$ cat src/rtl/instruction_fetch_stage_pkg.sv
// rtl/instruction_fetch_stage_pkg.sv - shared constants and types for the IF stage
package instruction_fetch_stage_pkg;

  localparam logic [31:0] IF_NOP_INSN = 32'h0000_0013;
  localparam logic [31:0] IF_RESET_PC = 32'h0000_0000;

  typedef enum logic [1:0] {
    S_BOOT = 2'd0,
    S_RUN  = 2'd1,
    S_MISS = 2'd2
  } if_state_t;

  // What the IF/ID register and pc do on the coming edge.
  typedef enum logic [1:0] {
    U_HOLD     = 2'd0,
    U_HAZARD   = 2'd1,
    U_REDIRECT = 2'd2,
    U_ADVANCE  = 2'd3
  } if_update_t;

  function automatic logic [31:0] byte_reverse(input logic [31:0] w);
    return {w[7:0], w[15:8], w[23:16], w[31:24]};
  endfunction

endpackage

$ cat src/rtl/instruction_fetch_stage_if.sv
// rtl/instruction_fetch_stage_if.sv - I-cache fetch port between IF stage and I-cache
interface instruction_fetch_stage_if;

  logic        ICACHE_ren;
  logic [29:0] ICACHE_addr;
  logic [31:0] ICACHE_rdata;
  logic        ICACHE_stall;

  modport master (
    output ICACHE_ren,
    output ICACHE_addr,
    input  ICACHE_rdata,
    input  ICACHE_stall
  );

  modport slave (
    input  ICACHE_ren,
    input  ICACHE_addr,
    output ICACHE_rdata,
    output ICACHE_stall
  );

endinterface

$ cat src/rtl/instruction_fetch_stage_sat_counter.sv
// rtl/instruction_fetch_stage_sat_counter.sv - saturating up-counter with synchronous clear
module sat_counter #(
  parameter int CNT_W = 16
) (
  input  logic             clk,
  input  logic             rst_n,
  input  logic             inc,
  input  logic             clr,
  output logic [CNT_W-1:0] count
);

  always_ff @(posedge clk) begin
    if (!rst_n || clr) begin
      count <= '0;
    end else if (inc && (count != {CNT_W{1'b1}})) begin
      count <= count + CNT_W'(1);
    end
  end

endmodule

$ cat src/rtl/instruction_fetch_stage.sv
// rtl/instruction_fetch_stage.sv - IF stage: owns pc, fetches from I-cache, drives IF/ID register
module instruction_fetch_stage
  import instruction_fetch_stage_pkg::*;
#(
  parameter logic [31:0] RESET_PC  = IF_RESET_PC,
  parameter bit          BYTE_SWAP = 1'b1,
  parameter logic [31:0] NOP_INSN  = IF_NOP_INSN,
  parameter int          CNT_W     = 16
) (
  input  logic                       clk,
  input  logic                       rst_n,
  input  logic                       memory_stall,
  instruction_fetch_stage_if.master  icache,
  input  logic [31:0]                branch_address,
  input  logic                       PC_src,
  input  logic                       IF_flush,
  input  logic                       PC_write,
  input  logic [31:0]                IF_DWrite,
  output logic [31:0]                instruction_1,
  output logic [31:0]                PC_1,
  output logic [CNT_W-1:0]           stall_cnt,
  output logic [CNT_W-1:0]           flush_cnt
);

  if_state_t   state_q, state_d;
  if_update_t  upd;
  logic [31:0] pc_q;
  logic [31:0] fetch_word;
  logic [31:0] redirect_pc;
  logic        fetch_ren;

  always_ff @(posedge clk) begin
    if (!rst_n) begin
      state_q <= S_BOOT;
    end else begin
      state_q <= state_d;
    end
  end

  always_comb begin
    state_d   = state_q;
    fetch_ren = 1'b0;
    case (state_q)
      S_BOOT: begin
        state_d = S_RUN;
      end
      S_RUN: begin
        fetch_ren = 1'b1;
        if (icache.ICACHE_stall) state_d = S_MISS;
      end
      S_MISS: begin
        fetch_ren = 1'b1;
        if (!icache.ICACHE_stall) state_d = S_RUN;
      end
      default: begin
        state_d = S_BOOT;
      end
    endcase
  end

  // Decode's redirect/flush is only honoured when the fetch actually completes
  // and no hazard is pending; otherwise decode re-presents it later.
  always_comb begin
    upd = U_HOLD;
    if (memory_stall || (state_q != S_RUN)) begin
      upd = U_HOLD;
    end else if (PC_write) begin
      upd = U_HAZARD;
    end else if (IF_flush || PC_src) begin
      upd = U_REDIRECT;
    end else begin
      upd = U_ADVANCE;
    end
  end

  always_comb begin
    fetch_word = icache.ICACHE_rdata;
    if (BYTE_SWAP) fetch_word = byte_reverse(icache.ICACHE_rdata);
  end

  assign redirect_pc = branch_address & 32'hFFFF_FFFC;

  always_ff @(posedge clk) begin
    if (!rst_n) begin
      pc_q          <= RESET_PC;
      instruction_1 <= NOP_INSN;
      PC_1          <= RESET_PC;
    end else begin
      case (upd)
        U_HAZARD: begin
          instruction_1 <= IF_DWrite;
        end
        U_REDIRECT: begin
          pc_q          <= redirect_pc;
          instruction_1 <= NOP_INSN;
          PC_1          <= pc_q;
        end
        U_ADVANCE: begin
          pc_q          <= pc_q + 32'd4;
          instruction_1 <= fetch_word;
          PC_1          <= pc_q;
        end
        default: begin
        end
      endcase
    end
  end

  assign icache.ICACHE_ren  = fetch_ren;
  assign icache.ICACHE_addr = pc_q[31:2];

  sat_counter #(.CNT_W(CNT_W)) u_stall_cnt (
    .clk   (clk),
    .rst_n (rst_n),
    .inc   (memory_stall),
    .clr   (1'b0),
    .count (stall_cnt)
  );

  sat_counter #(.CNT_W(CNT_W)) u_flush_cnt (
    .clk   (clk),
    .rst_n (rst_n),
    .inc   (upd == U_REDIRECT),
    .clr   (1'b0),
    .count (flush_cnt)
  );

endmodule

$ cat src/flat_wrapper.sv
// flat-port wrapper written by rule: the top's interface ports become plain ports
module instruction_fetch_stage_flat import instruction_fetch_stage_pkg::*;
#(
  parameter logic [31:0] RESET_PC  = IF_RESET_PC,
  parameter bit          BYTE_SWAP = 1'b1,
  parameter logic [31:0] NOP_INSN  = IF_NOP_INSN,
  parameter int          CNT_W     = 16
)
  (clk, rst_n, memory_stall, branch_address, PC_src, IF_flush, PC_write, IF_DWrite, instruction_1, PC_1, stall_cnt, flush_cnt, icache_ICACHE_ren, icache_ICACHE_addr, icache_ICACHE_rdata, icache_ICACHE_stall);
  instruction_fetch_stage_if icache_i ();
  input  logic clk;
  input  logic rst_n;
  input  logic memory_stall;
  input  logic [31:0] branch_address;
  input  logic PC_src;
  input  logic IF_flush;
  input  logic PC_write;
  input  logic [31:0] IF_DWrite;
  output logic [31:0] instruction_1;
  output logic [31:0] PC_1;
  output logic [CNT_W-1:0] stall_cnt;
  output logic [CNT_W-1:0] flush_cnt;
  output wire logic [$bits(icache_i.ICACHE_ren)-1:0] icache_ICACHE_ren;
  output wire logic [$bits(icache_i.ICACHE_addr)-1:0] icache_ICACHE_addr;
  input wire logic [$bits(icache_i.ICACHE_rdata)-1:0] icache_ICACHE_rdata;
  input wire logic [$bits(icache_i.ICACHE_stall)-1:0] icache_ICACHE_stall;
  assign icache_ICACHE_ren = icache_i.ICACHE_ren;
  assign icache_ICACHE_addr = icache_i.ICACHE_addr;
  assign icache_i.ICACHE_rdata = icache_ICACHE_rdata;
  assign icache_i.ICACHE_stall = icache_ICACHE_stall;
  instruction_fetch_stage #(.RESET_PC(RESET_PC), .BYTE_SWAP(BYTE_SWAP), .NOP_INSN(NOP_INSN), .CNT_W(CNT_W)) u_core (.clk(clk), .rst_n(rst_n), .memory_stall(memory_stall), .icache(icache_i), .branch_address(branch_address), .PC_src(PC_src), .IF_flush(IF_flush), .PC_write(PC_write), .IF_DWrite(IF_DWrite), .instruction_1(instruction_1), .PC_1(PC_1), .stall_cnt(stall_cnt), .flush_cnt(flush_cnt));
endmodule
$ cat config.mk
export PLATFORM = sky130hd
export DESIGN_NAME = instruction_fetch_stage_flat
export DESIGN_NICKNAME = d
export VERILOG_FILES = /design/src/rtl/instruction_fetch_stage_pkg.sv /design/src/rtl/instruction_fetch_stage_if.sv /design/src/rtl/instruction_fetch_stage_sat_counter.sv /design/src/rtl/instruction_fetch_stage.sv /design/src/flat_wrapper.sv
export SDC_FILE = /design/constraint.sdc
export NUM_CORES = 1
export LEC_CHECK = 0
export BUFFER_PORTS_ARGS = -buffer_cell sky130_fd_sc_hd__buf_2
export CORE_MARGIN = 2
export CORE_UTILIZATION = 54
export DETAILED_ROUTE_END_ITERATION = 7
export PLACE_DENSITY = 0.86
export SLEW_MARGIN = 25
export SYNTH_ARGS = -nofsm -noshare
export SYNTH_HDL_FRONTEND = slang
export SYNTH_HIERARCHICAL = 1
export SYNTH_SLANG_ARGS = --single-unit
$ cat constraint.sdc
create_clock -name clk -period 7.7 [get_ports clk]
set_clock_uncertainty 0.2 [all_clocks]
set_input_delay 0.385 -clock clk [delete_from_list [all_inputs] [get_ports clk]]
set_output_delay 0.385 -clock clk [all_outputs]
set_load 0.05 [all_outputs]
Word-level counts from Yosys, hierarchy flattened

Cells that the tools add are included.

Bits in registers: 130
Bits in latches: 0
Memory bits (writable): 0
Bits in read-only memories: 0
Input port bits: 103
Memories: 0

Add/sub/neg operators: 3
$mul: 0
Div/mod/pow operators: 0
Order comparisons: 0
Equality and inequality tests: 10
Shift operators: 0
Multiplexer cells: 9
Bitwise gates (word level): 0
Reduce and logical (&&, ||, !) cells: 10

Operators by type and width:

| kind                  | count |
|---|---|
| $pmux 32 s3           | 1 |
| $pmux 32 s2           | 1 |
| $add 16x1->16 const B | 2 |
| $add 32x3->32 const B | 1 |
| $ne 16x16->1 const B  | 2 |
| $mux 2                | 4 |
| $eq 2x2->1 const B    | 3 |
| $pmux 2 s3            | 1 |
| $eq 2x1->1 const B    | 2 |
| $ne 2x2->1 const B    | 2 |
| $reduce_or 2->1       | 2 |
| $reduce_bool 3->1     | 1 |
| $logic_and 1x1->1     | 2 |
| $logic_not 2->1       | 1 |
| $logic_or 1x1->1      | 2 |
| $mux 1                | 2 |
| $ne 2x1->1 const B    | 1 |
| $reduce_and 2->1      | 1 |
| $reduce_bool 2->1     | 1 |

Depth between registers and ports, before layout

Gate-level depths: netlist of the first run.

Word-level depth: 6
Depth in mapped cells: 9
Depth with buffers taken out: 9

Cells and area by module

Netlist of the first run, hierarchy kept.

By module, submodules not included:

| module                  | instances | cells each | area an instance (um^2) | seq. area each (um^2) |
|---|---|---|---|---|
| instruction_fetch_stage | 1         | 645        | 4653.2                  | 1881.8 |
| sat_counter             | 2         | 94         | 862.1                   | 320.3 |

Worst setup path before layout of the first run

No wires, ideal clock.

Kind: reg-to-reg
Start: register u_core.pc_q[7]
End: register u_core.pc_q[26]
Arrival: 2493 ps
Required time: 7380 ps
Setup slack: 4888 ps
Cell stages (with the launch flop): 7
Period minus slack after synthesis: 2812 ps
Path through: dfxtp_1 > clkbuf_2 > nand3_2 > or4_4 > or4_1 > and3_1 > o31a_1

Cells in the longest elaborated chain, start to end: 2

RTL lines:

| item                   | RTL line                      | text |
|---|---|---|
| from (decl)            | instruction_fetch_stage.sv:27 | `logic [31:0] pc_q;` |
| from (signal assigned) | instruction_fetch_stage.sv:94 | `pc_q <= redirect_pc;` |
| from (signal assigned) | instruction_fetch_stage.sv:99 | `pc_q <= pc_q + 32'd4;` |
| $add 32x3->32          | instruction_fetch_stage.sv:99 |  |
| $pmux 32 s2            | instruction_fetch_stage.sv:89 | `case (upd)` |

No other way between the ends.
A chain may end at the register's enable or synchronous reset.

Worst setup path in the final report of the first run

Start: register u_core.state_q[1]
End: register u_core.u_flush_cnt.count[15]

Cells in the longest elaborated chain, start to end: 5

RTL lines:

| item                   | RTL line                                  | text |
|---|---|---|
| from (decl)            | instruction_fetch_stage.sv:25             | `if_state_t state_q, state_d;` |
| from (signal assigned) | instruction_fetch_stage.sv:36             | `state_q <= state_d;` |
| $ne 2x1->1             | instruction_fetch_stage.sv:65             | `if (memory_stall \|\| (state_q != S_RUN)) begin` |
| $logic_or 1x1->1       | instruction_fetch_stage.sv:65             |  |
| $mux 2                 | instruction_fetch_stage.sv:65             |  |
| $eq 2x2->1             | instruction_fetch_stage.sv:123            | `.inc (upd == U_REDIRECT),` |
| $logic_and 1x1->1      | instruction_fetch_stage_sat_counter.sv:15 | `end else if (inc && (count != {CNT_W{1'b1}})) begin` |
| to (signal assigned)   | instruction_fetch_stage_sat_counter.sv:16 | `count <= count + CNT_W'(1);` |
| to (decl)              | instruction_fetch_stage_sat_counter.sv:9  | `output logic [CNT_W-1:0] count` |

No other way between the ends.

==> results of run 1 <==
-- layout make-up --
class | count | area, sq um | area share, %
Timing Repair Buffer | 231 | 1190 | 14.7
Multi-Input combinational cell | 642 | 3620 | 44.7
Inverter | 9 | 33.8 | 0.417
Tap cell | 143 | 179 | 2.21
Sequential cell | 126 | 2520 | 31.1
Clock inverter | 12 | 95.1 | 1.17
Clock buffer | 20 | 457 | 5.64
-- state kept, by name, summed over array words and instances, names as in the netlist --
name	cells
u_core/PC_1	30
u_core/instruction_1	32
u_core/pc_q	30
u_core/state_q	2
u_core/u_flush_cnt/count	16
u_core/u_stall_cnt/count	16
-- layout by cell type, fill, tap and decap left out, types with 7 or more instances in the layout --
cell         n
a21oi_1     67
a31oi_1     19
and2_1       7
and3_1      12
and4_1      11
buf_2      225
clkbuf_16   17
clkinv_2     7
dfxtp_1    126
ha_1         8
inv_1        8
nand2_1    177
nand3_1     33
nand4_1     10
nand4_2      7
nor2_1      59
nor3_1      16
nor4_1      10
o211ai_1    35
o21ai_0     48
o22ai_1      8
o31ai_1     10
o41ai_1      7
or4_1       12
-- through the flow --
step | cells | util [%] | hold WS (ns)
after CTS | 1182 | 70.4 | 0.0361
after global routing | 1183 | 70.7 | 0.0461
after floorplan | 838 | - | 0.318
final | 1183 | 70.7 | 0.0479
after detailed placement | 1150 | 65.6 | 0.245
after global placement | 1150 | 65.6 | 0.241
-- metal layers --
metal	global-route usage, %	up-vias	wire (microns)
li1	-	3407	-
met1	38.7	3207	7950
met2	47.5	330	8960
met3	7.72	54	1540
met4	11.4	0	551
met5	0	-	0
-- final timing paths --
kind                            cells past startpoint  slack [ns]                            from                                   endpoint
worst max-delay path                               10        4.36  u_core/state_q[1]$_SDFFE_PN0P_  u_core/u_flush_cnt/count[15]$_SDFFE_PP0P_
worst min register to register                      2        0.25    u_core/PC_1[22]$_SDFFE_PN0N_               u_core/PC_1[22]$_SDFFE_PN0N_
worst min-delay path                                3        0.05               branch_address[3]                u_core/pc_q[3]$_SDFFE_PN0N_
worst max register to register                     10        4.36  u_core/state_q[1]$_SDFFE_PN0P_  u_core/u_flush_cnt/count[15]$_SDFFE_PP0P_
-- worst reg2reg max path, stage by stage, from the launching register on --
cell and delay, ns:
dfxtp_1 0.33, inv_1 0.11, ha_1 0.21, nor3b_2 0.17, buf_4 0.53, nand2_1 0.37
inv_1 0.26, and3_2 0.28, nand4_4 0.15, or4_1 0.50, a21oi_1 0.16
-- power by group --
group	internal, uW	total, uW	switching [uW]
registers	713	764	51.4
logic	148	550	402
clock network	455	744	288
-- cells by family after synthesis --
family / count (synthesis) / share of synthesized area (%)
compound gates: 231 / 22.8
buf+inv: 70 / 4.34
mux: 4 / 0.667
xor+xnor: 4 / 0.549
other cells: 1 / 0.0588
fa+ha+maj: 8 / 1.57
simple gates: 389 / 30.4
flops: 126 / 39.6
==> impl_summary.md, run 1 <==
Logic synthesis
The share of flip-flops with an asynchronous set or reset after synthesis is 0%. The most common cell in the synthesized netlist is nand2_1. In the post-synthesis netlist, the biggest area contributors are dfxtp_1, nand2_1, a21oi_1, o211ai_1, o21ai_0. The count of warnings emitted by yosys is 6. By count the netlist is led by nand2_1, dfxtp_1, a21oi_1. The synthesized design contains 0 enable-type register cells.

The post-synthesis cell type count is 62. Sequential elements use 39.6% of the synthesized area. The number of instances in the synthesized netlist is 833. The most used flip-flop cell after synthesis is dfxtp_1. The combined area of all synthesized cells is 6380 sq um. After synthesis, the largest area contributor takes up 39.6% of total cell area.

The cell type with the largest total area after synthesis is dfxtp_1. The average cell area after synthesis is 7.66 sq um. Synthesis inferred 126 register bits.

Route
After the first detailed-routing iteration, the DRC count stood at 770. The routed via count divided by cell count is 5.92. The total DRC errors in the routed layout is 0. The first-pass iteration count of the detailed router is 8. The routed via count is 6998. In the final routed layout, each cell accounts on average for 16.1 microns. The final antenna-violating net count is 0. The total length of routed wires is 19.0 mm.

Clocking
The TritonCTS clock tree is done. In this run, CTS created clock tree buffers numbering 17. The clock latency of the later-clocked register in the worst-skew pair is 0.41 ns. Buffers added to address setup during post-CTS repair amount to 0. In this run the clock root is driven by a clkbuf_16. The H-tree was split into 4 levels. The number of clock sinks seen by CTS is 126.

Buffers inserted to repair hold after CTS numbered 0. The CTS clock-pin slew for the worst setup and hold paths is 0.05 ns. The clock tree buffer depth is 2. In this run, post-CTS repair resized a total of 0 instances.

Worst setup path
STA classifies the critical path startpoint as a register. Grouping stages by cell kind, the critical path spends the most delay in simple AND/OR/NAND/NOR gates. The largest fanout on the critical path is 64.

The path type of the worst setup path is register to register. At the worst endpoint, the arrival time is 3.47 ns. The element type at the critical path end is a register. The cell type of the slowest stage on the worst timing path is buf_4. The required arrival time at the worst endpoint is 7.83 ns. Counting stages on the worst path, the most repeated cell is inv_1. The signal on the critical path passes through inv_1, ha_1, nor3b_2, buf_4, nand2_1, inv_1, and3_2, nand4_4, or4_1, a21oi_1.

Together, buffers and inverters on the worst path number 3. For this run, the slowest stage of the critical path takes 0.53 ns.

STA
Derived from the worst setup path, the maximum achievable clock frequency is 0.300 GHz. Setup repair after global routing left no endpoint under its margin. In the post-route analysis, the smallest setup slack over all paths is 4.36 ns. The minimum period implied by the final worst setup slack is 3.34 ns.

The final count of hold timing violations came to 0. The setup TNS after final layout is 0 ns. The final number of max-transition violations is 0. The max-slew headroom at the worst pin is 50.8%.

The final worst-path cycle share is 43.3%. For the pin with the worst max-slew slack, the measured transition is 0.736 ns. The setup-violating endpoint count in the final report is 0.

Floorplanning
The die extent in x is 113 microns. The core outline area is 11500 sq um. Once the floorplan was initialized, standard cells occupied 55.6% of the core.

In this run the vertical extent of the chip is 113 microns. The die area is 12700 sq um. Pin placement for this block handled 230 I/O pins. The initialized floorplan defines 39 standard-cell rows.

Global routing
The pin count of the biggest net entering global routing is 68. The via count of the first global-routing pass was 6389. The total track usage is 29.8%. The initial antenna violation count is 0. The first-pass GRT wire length is 31.3 mm. After global routing the overflow that remains totals 0.

Cells and area
The number of antenna diodes in the final layout is 0. Summing all non-filler instances in the final layout gives an area of 8100 sq um. The final-stage net count is 1138. The area growth from synthesis to layout is 27.1%. Of the cells placed in the final design, the portion with a size suffix greater than 1 is 28.3%. After filler insertion, the fill cell instance count of the layout stands at 995.

Worst hold path
The worst hold path belongs to the class primary input to register.

Placed design
The half-perimeter wire length after detailed placement is 12.8 mm. OpenSTA, run right after detailed placement, puts the worst setup slack at 4.21 ns. The number of port buffers is 225.

Routability-driven placement finished with a final weighted congestion of 0.877. The placed standard-cell area is 7520 sq um.

Power
The power density over the cells is 254 nW/um^2. The total power is 2060 uW. IR analysis of the VDD net gives a maximum drop of 0.000212 V.

For this design the static power due to leakage is 0.00343 uW.

Run
The tool flagged a number of max-cap violations equal to 0.

Run status
The run finished with clean final reports.
(Power assumes the default switching activity.)
==> run 2: changes to the inputs <==
--- a/config.mk
+++ b/config.mk
@@ -7,9 +7,9 @@
 export LEC_CHECK = 0
 export BUFFER_PORTS_ARGS = -buffer_cell sky130_fd_sc_hd__buf_2
 export CORE_MARGIN = 2
-export CORE_UTILIZATION = 54
+export CORE_UTILIZATION = 45
 export DETAILED_ROUTE_END_ITERATION = 7
-export PLACE_DENSITY = 0.86
+export PLACE_DENSITY = 0.76
 export SLEW_MARGIN = 25
 export SYNTH_ARGS = -nofsm -noshare
 export SYNTH_HDL_FRONTEND = slang
==> constraint.sdc (replaced) <==
create_clock -name clk -period 2.8 [get_ports clk]
set_clock_uncertainty 0.2 [all_clocks]
set_input_delay 0.14 -clock clk [delete_from_list [all_inputs] [get_ports clk]]
set_output_delay 0.14 -clock clk [all_outputs]
set_load 0.05 [all_outputs]
==> impl_summary.md, run 2 (same netlist as run 1, synthesis figures left out) <==
Clocking
The total of cells resized after clock tree synthesis is 0 (unchanged). The H-tree depth is 4 (unchanged). The buffer cell driving the clock tree root is clkbuf_16 (unchanged). The number of clock sinks seen by CTS is 126 (unchanged). The clock latency of the later-clocked register in the worst-skew pair is 0.42 ns (was 0.41 ns).

The number of buffers added by the clock tree synthesis step is 17 (unchanged). The CTS clock-pin slew for the worst setup and hold paths is 0.05 ns (about the same). The TritonCTS clock tree was done (unchanged).

The clock tree buffer depth is 2 (unchanged).

Worst setup path
The delay of the slowest critical-path stage is 0.49 ns (was 0.53 ns). The number of cells on the critical path is 9 (was 10). The end of the worst register-to-register path is u_core/u_flush_cnt/count[15]$_SDFFE_PP0P_ (unchanged). The cell type of the slowest stage on the worst timing path is or4_1 (was buf_4). The signal arrival time at the worst endpoint is 2.72 ns (was 3.47 ns). The required arrival time at the worst endpoint is 2.94 ns (was 7.83 ns). The largest fanout on the critical path was 6 (was 64). The kind of launch point of the worst setup path was a register (unchanged). The buffers plus inverters on the worst setup path came to 2 (was 3).

The element type at the critical path end is a register (unchanged). The depth of the worst register-to-register path is 9 (was 10). The launch point of the worst reg-to-reg path is u_core/state_q[1]$_SDFFE_PN0P_ (unchanged). The slack of the worst reg-to-reg path is 0.22 ns (was 4.36 ns). Cells along the critical path: inv_1, ha_1, nor3b_4, nand2_1, inv_1, and3_2, nand4_4, or4_1, a21oi_1 (was inv_1, ha_1, nor3b_2, buf_4, nand2_1, inv_1, and3_2, nand4_4, or4_1, a21oi_1). The path type of the worst setup path is register to register (unchanged). The cell family with the largest share of critical-path delay is simple AND/OR/NAND/NOR gates (unchanged). The most repeated library cell on the critical path is inv_1 (unchanged).

Route
The total length of routed wires is 21.0 mm (was 19.0 mm). The DRC violation total after the first TritonRoute iteration is 697 (was 770). The total DRC errors in the routed layout is 0 (unchanged). The routed via count is 7578 (was 6998). The first-pass iteration count of the detailed router was 5 (was 8). The final antenna-violating net count is 0 (unchanged). The routed via count divided by cell count is 5.70 (was 5.92). The average wire length per cell after detail routing is 15.8 microns (was 16.1 microns).

Cells and area
The most common library cell in the layout ignoring fill and taps is buf_2 (unchanged). The final-stage net count is 1248 (was 1138). The share of layout cells above drive strength 1 is 26.5% (was 28.3%). The count of placed standard cells in the final layout, fillers left out is 1330 (was 1183). The area growth from synthesis to layout is 45.2% (was 27.1%). Registers with the most flip-flops: u_core/instruction_1 (32), u_core/PC_1 (30), u_core/pc_q (30) (unchanged).

The number of flip-flops in the largest register is 32 (unchanged). The filler cell count in the final layout is 1133 (was 995). The largest register by flop count is u_core/instruction_1 (unchanged). Most frequent cells in the layout: buf_2, nand2_1, dfxtp_1 (unchanged).

STA
The final worst-path cycle share is 92.1% (was 43.3%). The highest clock rate is 0.388 GHz (was 0.300 GHz). The slack of the critical path came to 0.220 ns (was 4.36 ns). The worst-margin pin slew is 0.711 ns (was 0.736 ns). The final number of max-transition violations was 0 (unchanged). The setup-violating endpoint count in the final report was 0 (unchanged). The minimum period implied by the final worst setup slack was 2.58 ns (was 3.34 ns). Setup repair after global routing missed its margin: false (unchanged). The max-slew headroom at the worst pin is 52.5% (was 50.8%). The setup TNS after final layout came to 0 ns (unchanged).

The final count of hold timing violations came to 0 (unchanged).

Floorplanning
The chip height is 123 microns (was 113 microns). The die extent in x is 123 microns (was 113 microns). The number of rows created at floorplan is 43 (was 39).

The initial standard-cell utilization of the core is 45.9% (was 55.6%). The number of placed I/O pins is 230 (unchanged). The core outline area is 13900 sq um (was 11500 sq um).

The die area came to 15100 sq um (was 12700 sq um).

Global routing
The first-pass GRT wire length is 32.6 mm (was 31.3 mm). The overflow left after global routing was 0 (unchanged). The pin count of the biggest net entering global routing is 66 (was 68). The via count of the first global-routing pass came to 6786 (was 6389). The total track usage is 26.9% (was 29.8%). The initial antenna violation count is 1 (was 0).

Run status
Run status: complete, no violations (unchanged).

Run
The count of max-cap constraint violations is 0 (unchanged).

Power
The maximum vdd drop came to 0.000513 V (was 0.000212 V). The power density over the cells is 661 nW/um^2 (was 254 nW/um^2). The leakage power figure is 0.00386 uW (was 0.00343 uW).

Worst hold path
The class of the most critical hold timing path was primary input to register (unchanged). The instance count along the most critical hold path is 5 (was 3). The beginning of the worst hold path was PC_src (was branch_address[3]). The capture endpoint of the worst hold path was u_core/pc_q[31]$_SDFFE_PN0N_ (was u_core/pc_q[3]$_SDFFE_PN0N_).

Placed design
The final estimated routing congestion in global placement came to 0.900 (was 0.877). The number of cells after detailed placement was 1202 (was 1150). The setup slack after placement was 0.274 ns (was 4.21 ns). The number of port buffers is 225 (unchanged). The half-perimeter wire length after detailed placement is 13.4 mm (was 12.8 mm).
==> run 2: cell types whose count changed in the layout (fill, tap and decap cells not counted), sizes merged <==
cell / change
dlygate4sd3: +96
buf: +14
clkbuf: +6
clkinv: -6
clkinvlp: -3
bufinv: +2
diode: +1
==> run 2: stage by stage <==
step                      utilization [%]  instance area (sq um)  power [uW]  hold slack, ns
after floorplan                         -                   6400        3230           0.102
after global placement               55.4                   7680        3610           0.217
after detailed placement             55.4                   7680        3630           0.221
after CTS                            66.7                   9260        6120          0.0187
after global routing                 66.7                   9260        6370          0.0511
final                                66.7                   9260        6120          0.0454
==> run 2: routing by layer <==
layer	routed length [microns]	part of all wire, %	track usage (%)
met5	0	0	0
met4	514	2.5	10.1
met3	1770	8.5	6.96
met2	10000	48	44.4
met1	8670	41	33.8
==> run 2: worst max-delay path by stage <==
| stage | start | to | slack, ns |
|---|---|---|---|
| 2_1_floorplan | u_core/pc_q[18]$_SDFFE_PN0N_ | u_core/pc_q[26]$_SDFFE_PN0N_ | 0.0008 |
| 5_1_grt | u_core/state_q[0]$_SDFFE_PN0P_ | u_core/u_flush_cnt/count[15]$_SDFFE_PP0P_ | 0.02 |
| 4_1_cts | u_core/state_q[1]$_SDFFE_PN0P_ | u_core/u_flush_cnt/count[7]$_SDFFE_PP0P_ | 0.24 |
| 6_report | u_core/state_q[1]$_SDFFE_PN0P_ | u_core/u_flush_cnt/count[15]$_SDFFE_PP0P_ | 0.22 |
| 3_3_place_gp | u_core/state_q[1]$_SDFFE_PN0P_ | u_core/u_flush_cnt/count[7]$_SDFFE_PP0P_ | 0.30 |
| 3_5_place_dp | u_core/state_q[1]$_SDFFE_PN0P_ | u_core/u_flush_cnt/count[7]$_SDFFE_PP0P_ | 0.27 |
==> run 2: layout make-up <==
type | instances | area, sq um | share of cell area (%)
clock buffers | 26 | 509 | 5.50
clock inverters | 5 | 103 | 1.11
repair buffers | 341 | 2240 | 24.2
multi-input cells | 642 | 3630 | 39.2
diodes | 1 | 2.50 | 0.0270
flip-flops and latches | 126 | 2520 | 27.3
well taps | 180 | 225 | 2.43
inverters | 9 | 33.8 | 0.365
==> run 2: what timing repair did <==
| action | 4_1_cts | 5_1_grt |
|---|---|---|
| buffers inserted | 0 | 0 |
| hold buffers | 96 | 0 |
| endpoints found under the setup margin | 0 | 0 |
| hold endpoints to repair | 66 | 0 |
==> run 2: report_power, final <==
| group | total, uW | internal, uW | switching (uW) | leakage [uW] |
|---|---|---|---|---|
| combinational | 1730 | 570 | 1160 | 0.00254 |
| sequential | 2090 | 1960 | 129 | 0.00102 |
| clock | 2300 | 1510 | 783 | 0.000297 |
==> run 2: worst min-delay path, cell delays in order <==
cell and delay, ns:
buf_2 0.11, nor2_4 0.04, nand4_1 0.11, or4_1 0.13, a31oi_1 0.07
==> run 3: changes to the inputs <==
--- a/config.mk
+++ b/config.mk
@@ -6,6 +6,7 @@
 export NUM_CORES = 1
 export LEC_CHECK = 0
 export BUFFER_PORTS_ARGS = -buffer_cell sky130_fd_sc_hd__buf_2
+export CORE_ASPECT_RATIO = 1.75
 export CORE_MARGIN = 2
 export CORE_UTILIZATION = 45
 export DETAILED_ROUTE_END_ITERATION = 7
==> impl_summary.md, run 3 (same netlist as run 1, synthesis figures left out) <==
Route
The average wire length per cell after detail routing was 17.1 microns (was 15.8 microns). The total DRC errors in the routed layout was 0 (unchanged). The routed via count divided by cell count was 5.76 (was 5.70). The total length of routed wires is 22.7 mm (was 21.0 mm). The DRC violation total after the first TritonRoute iteration is 708 (was 697). The routed via count is 7628 (was 7578). The final antenna-violating net count was 0 (unchanged).

The first-pass iteration count of the detailed router is 5 (unchanged).

Cells and area
The filler cell count in the final layout was 1174 (was 1133). The count of placed standard cells in the final layout, fillers left out came to 1325 (was 1330). The area taken by multi-input logic gates is 3630 sq um (unchanged).

The share of layout cells above drive strength 1 is 26.7% (was 26.5%). The total area of sequential cells came to 2520 sq um (unchanged). The utilization after layout was 66.9% (was 66.7%). The diode insertion count for antenna repair was 0 (was 1). The area growth from synthesis to layout is 45.1% (was 45.2%). The largest register by flop count is u_core/instruction_1 (unchanged).

Most frequent cells in the layout: buf_2, nand2_1, dfxtp_1 (unchanged). Registers with the most flip-flops: u_core/instruction_1 (32), u_core/PC_1 (30), u_core/pc_q (30) (unchanged). The final-stage net count is 1247 (was 1248). The most common library cell in the layout ignoring fill and taps is buf_2 (unchanged). The number of flip-flops in the largest register came to 32 (unchanged).

Clocking
The CTS clock-pin slew for the worst setup and hold paths is 0.06 ns (was 0.05 ns). The clock tree buffer depth is 2 (unchanged). The buffer cell driving the clock tree root is clkbuf_16 (unchanged). The number of clock sinks seen by CTS is 126 (unchanged).

The TritonCTS clock tree was done (unchanged). The number of post-CTS setup repair buffers is 0 (unchanged). The clock latency of the later-clocked register in the worst-skew pair is 0.41 ns (was 0.42 ns).

The H-tree depth is 4 (unchanged). The number of buffers added by the clock tree synthesis step is 17 (unchanged).

Power
The maximum vdd drop is 0.000617 V (was 0.000513 V). The leakage power figure is 0.00385 uW (was 0.00386 uW). The power density over the cells was 660 nW/um^2 (was 661 nW/um^2). The total power was 6110 uW (was 6120 uW).

Worst setup path
The buffers plus inverters on the worst setup path is 2 (unchanged). The launching element of the worst setup path is u_core/state_q[1]$_SDFFE_PN0P_ (unchanged). The required arrival time at the worst endpoint is 2.93 ns (was 2.94 ns).

The launch point of the worst reg-to-reg path is u_core/state_q[1]$_SDFFE_PN0P_ (unchanged). The signal arrival time at the worst endpoint was 2.73 ns (was 2.72 ns). The path type of the worst setup path is register to register (unchanged). The cell type of the slowest stage on the worst timing path is or4_1 (unchanged). The element type at the critical path end is a register (unchanged).

The kind of launch point of the worst setup path is a register (unchanged). The most repeated library cell on the critical path is inv_1 (unchanged). The largest fanout on the critical path is 5 (was 6). The cell family with the largest share of critical-path delay is simple AND/OR/NAND/NOR gates (unchanged). Cells along the critical path: inv_1, ha_1, nor3b_4, nand2_1, inv_1, and3_2, nand3_1, or4_1, a21oi_1 (was inv_1, ha_1, nor3b_4, nand2_1, inv_1, and3_2, nand4_4, or4_1, a21oi_1). The delay of the slowest critical-path stage is 0.49 ns (about the same).

Global routing
The first-pass GRT wire length is 35.4 mm (was 32.6 mm). The via count of the first global-routing pass is 7371 (was 6786). The overflow left after global routing is 0 (unchanged).

The total track usage is 29.1% (was 26.9%). The initial antenna violation count is 0 (was 1). The pin count of the biggest net entering global routing came to 67 (was 66).

Run
The count of max-cap constraint violations is 0 (unchanged).

Worst hold path
The beginning of the worst hold path is rst_n (was PC_src). The class of the most critical hold timing path was primary input to register (unchanged).

Placed design
The final estimated routing congestion in global placement is 0.869 (was 0.900). The half-perimeter wire length after detailed placement came to 14.7 mm (was 13.4 mm). The number of port buffers came to 225 (unchanged). The number of cells after detailed placement came to 1198 (was 1202).

Floorplanning
The number of placed I/O pins is 230 (unchanged). The core outline area came to 13800 sq um (was 13900 sq um). The die area is 15200 sq um (was 15100 sq um).

The chip height is 161 microns (was 123 microns). The initial standard-cell utilization of the core is 46.1% (was 45.9%). The die extent in x was 94.0 microns (was 123 microns). The number of rows created at floorplan was 57 (was 43).

Run status
Run status: complete, no violations (unchanged).

STA
The final count of hold timing violations is 0 (unchanged). The final number of max-transition violations came to 0 (unchanged). The setup-violating endpoint count in the final report is 0 (unchanged). Setup repair after global routing missed its margin: false (unchanged). The setup TNS after final layout is 0 ns (unchanged). The highest clock rate is 0.385 GHz (was 0.388 GHz). The minimum period implied by the final worst setup slack is 2.60 ns (was 2.58 ns). The final worst-path cycle share is 92.9% (was 92.1%).

The max-slew headroom at the worst pin was 51.3% (was 52.5%). The worst-margin pin slew came to 0.729 ns (was 0.711 ns).
## run 3: cell count changes in the layout (fill, tap and decap cells not counted)
cell	delta
clkinv_4	+2
buf_6	+1
diode_2	-1
clkinv_2	+3
clkinvlp_4	+1
clkbuf_1	-2
clkbuf_8	-4
buf_12	+2
buf_4	-4
## run 3: worst paths after layout
check / cells after the start / to / slack [ns]
max: 9 / u_core/u_flush_cnt/count[7]$_SDFFE_PP0P_ / 0.20
min: 2 / u_core/instruction_1[4]$_SDFFE_PN1P_ / 0.01
max reg2reg: 9 / u_core/u_flush_cnt/count[7]$_SDFFE_PP0P_ / 0.20
min reg2reg: 2 / u_core/PC_1[20]$_SDFFE_PN0N_ / 0.25
## run 3: cell type report
type | instances | share of cell area [%]
clock buffers | 20 | 4.83
clock inverters | 11 | 1.54
inverters | 9 | 0.365
multi-input cells | 642 | 39.2
flip-flops and latches | 126 | 27.3
well taps | 177 | 2.39
repair buffers | 340 | 24.4
## run 3: stage by stage
| stage | setup WS (ns) | hold WS [ns] | cell area [sq um] |
|---|---|---|---|
| after global placement | 0.317 | 0.210 | 7700 |
| after floorplan | 0.000782 | 0.102 | 6400 |
| after global routing | 0.0508 | 0.0332 | 9250 |
| final | 0.200 | 0.0124 | 9250 |
| after detailed placement | 0.259 | 0.221 | 7700 |
| after CTS | 0.233 | 0.0000818 | 9250 |
## run 3: timing repair
action | 4_1_cts | 5_1_grt
hold buffers | 96 | 0
setup endpoints to repair | 0 | 1
endpoints found under the hold margin | 64 | 0
gates resized for setup | 0 | 1
## run 3: worst reg2reg max path: stages (launching register included)
cell and delay (ns):
dfxtp_1 0.34, inv_1 0.11, ha_1 0.24, nor3b_4 0.25
nand2_1 0.13, inv_1 0.19, and3_2 0.28, nand3_1 0.15
or4_1 0.49, a21oi_1 0.15
## run 3: power breakdown
part	internal (uW)	switching [uW]	total, uW
Clock	1410	809	2220
Combinational	586	1210	1790
Sequential	1960	131	2090
## run 3: layer usage
layer	vias to the layer above	wire, microns	GRT usage [%]
li1	3624	-	-
met1	3591	8220	30.7
met2	335	12000	52.7
met3	78	1520	6.76
met4	0	954	14.6
met5	-	0	0
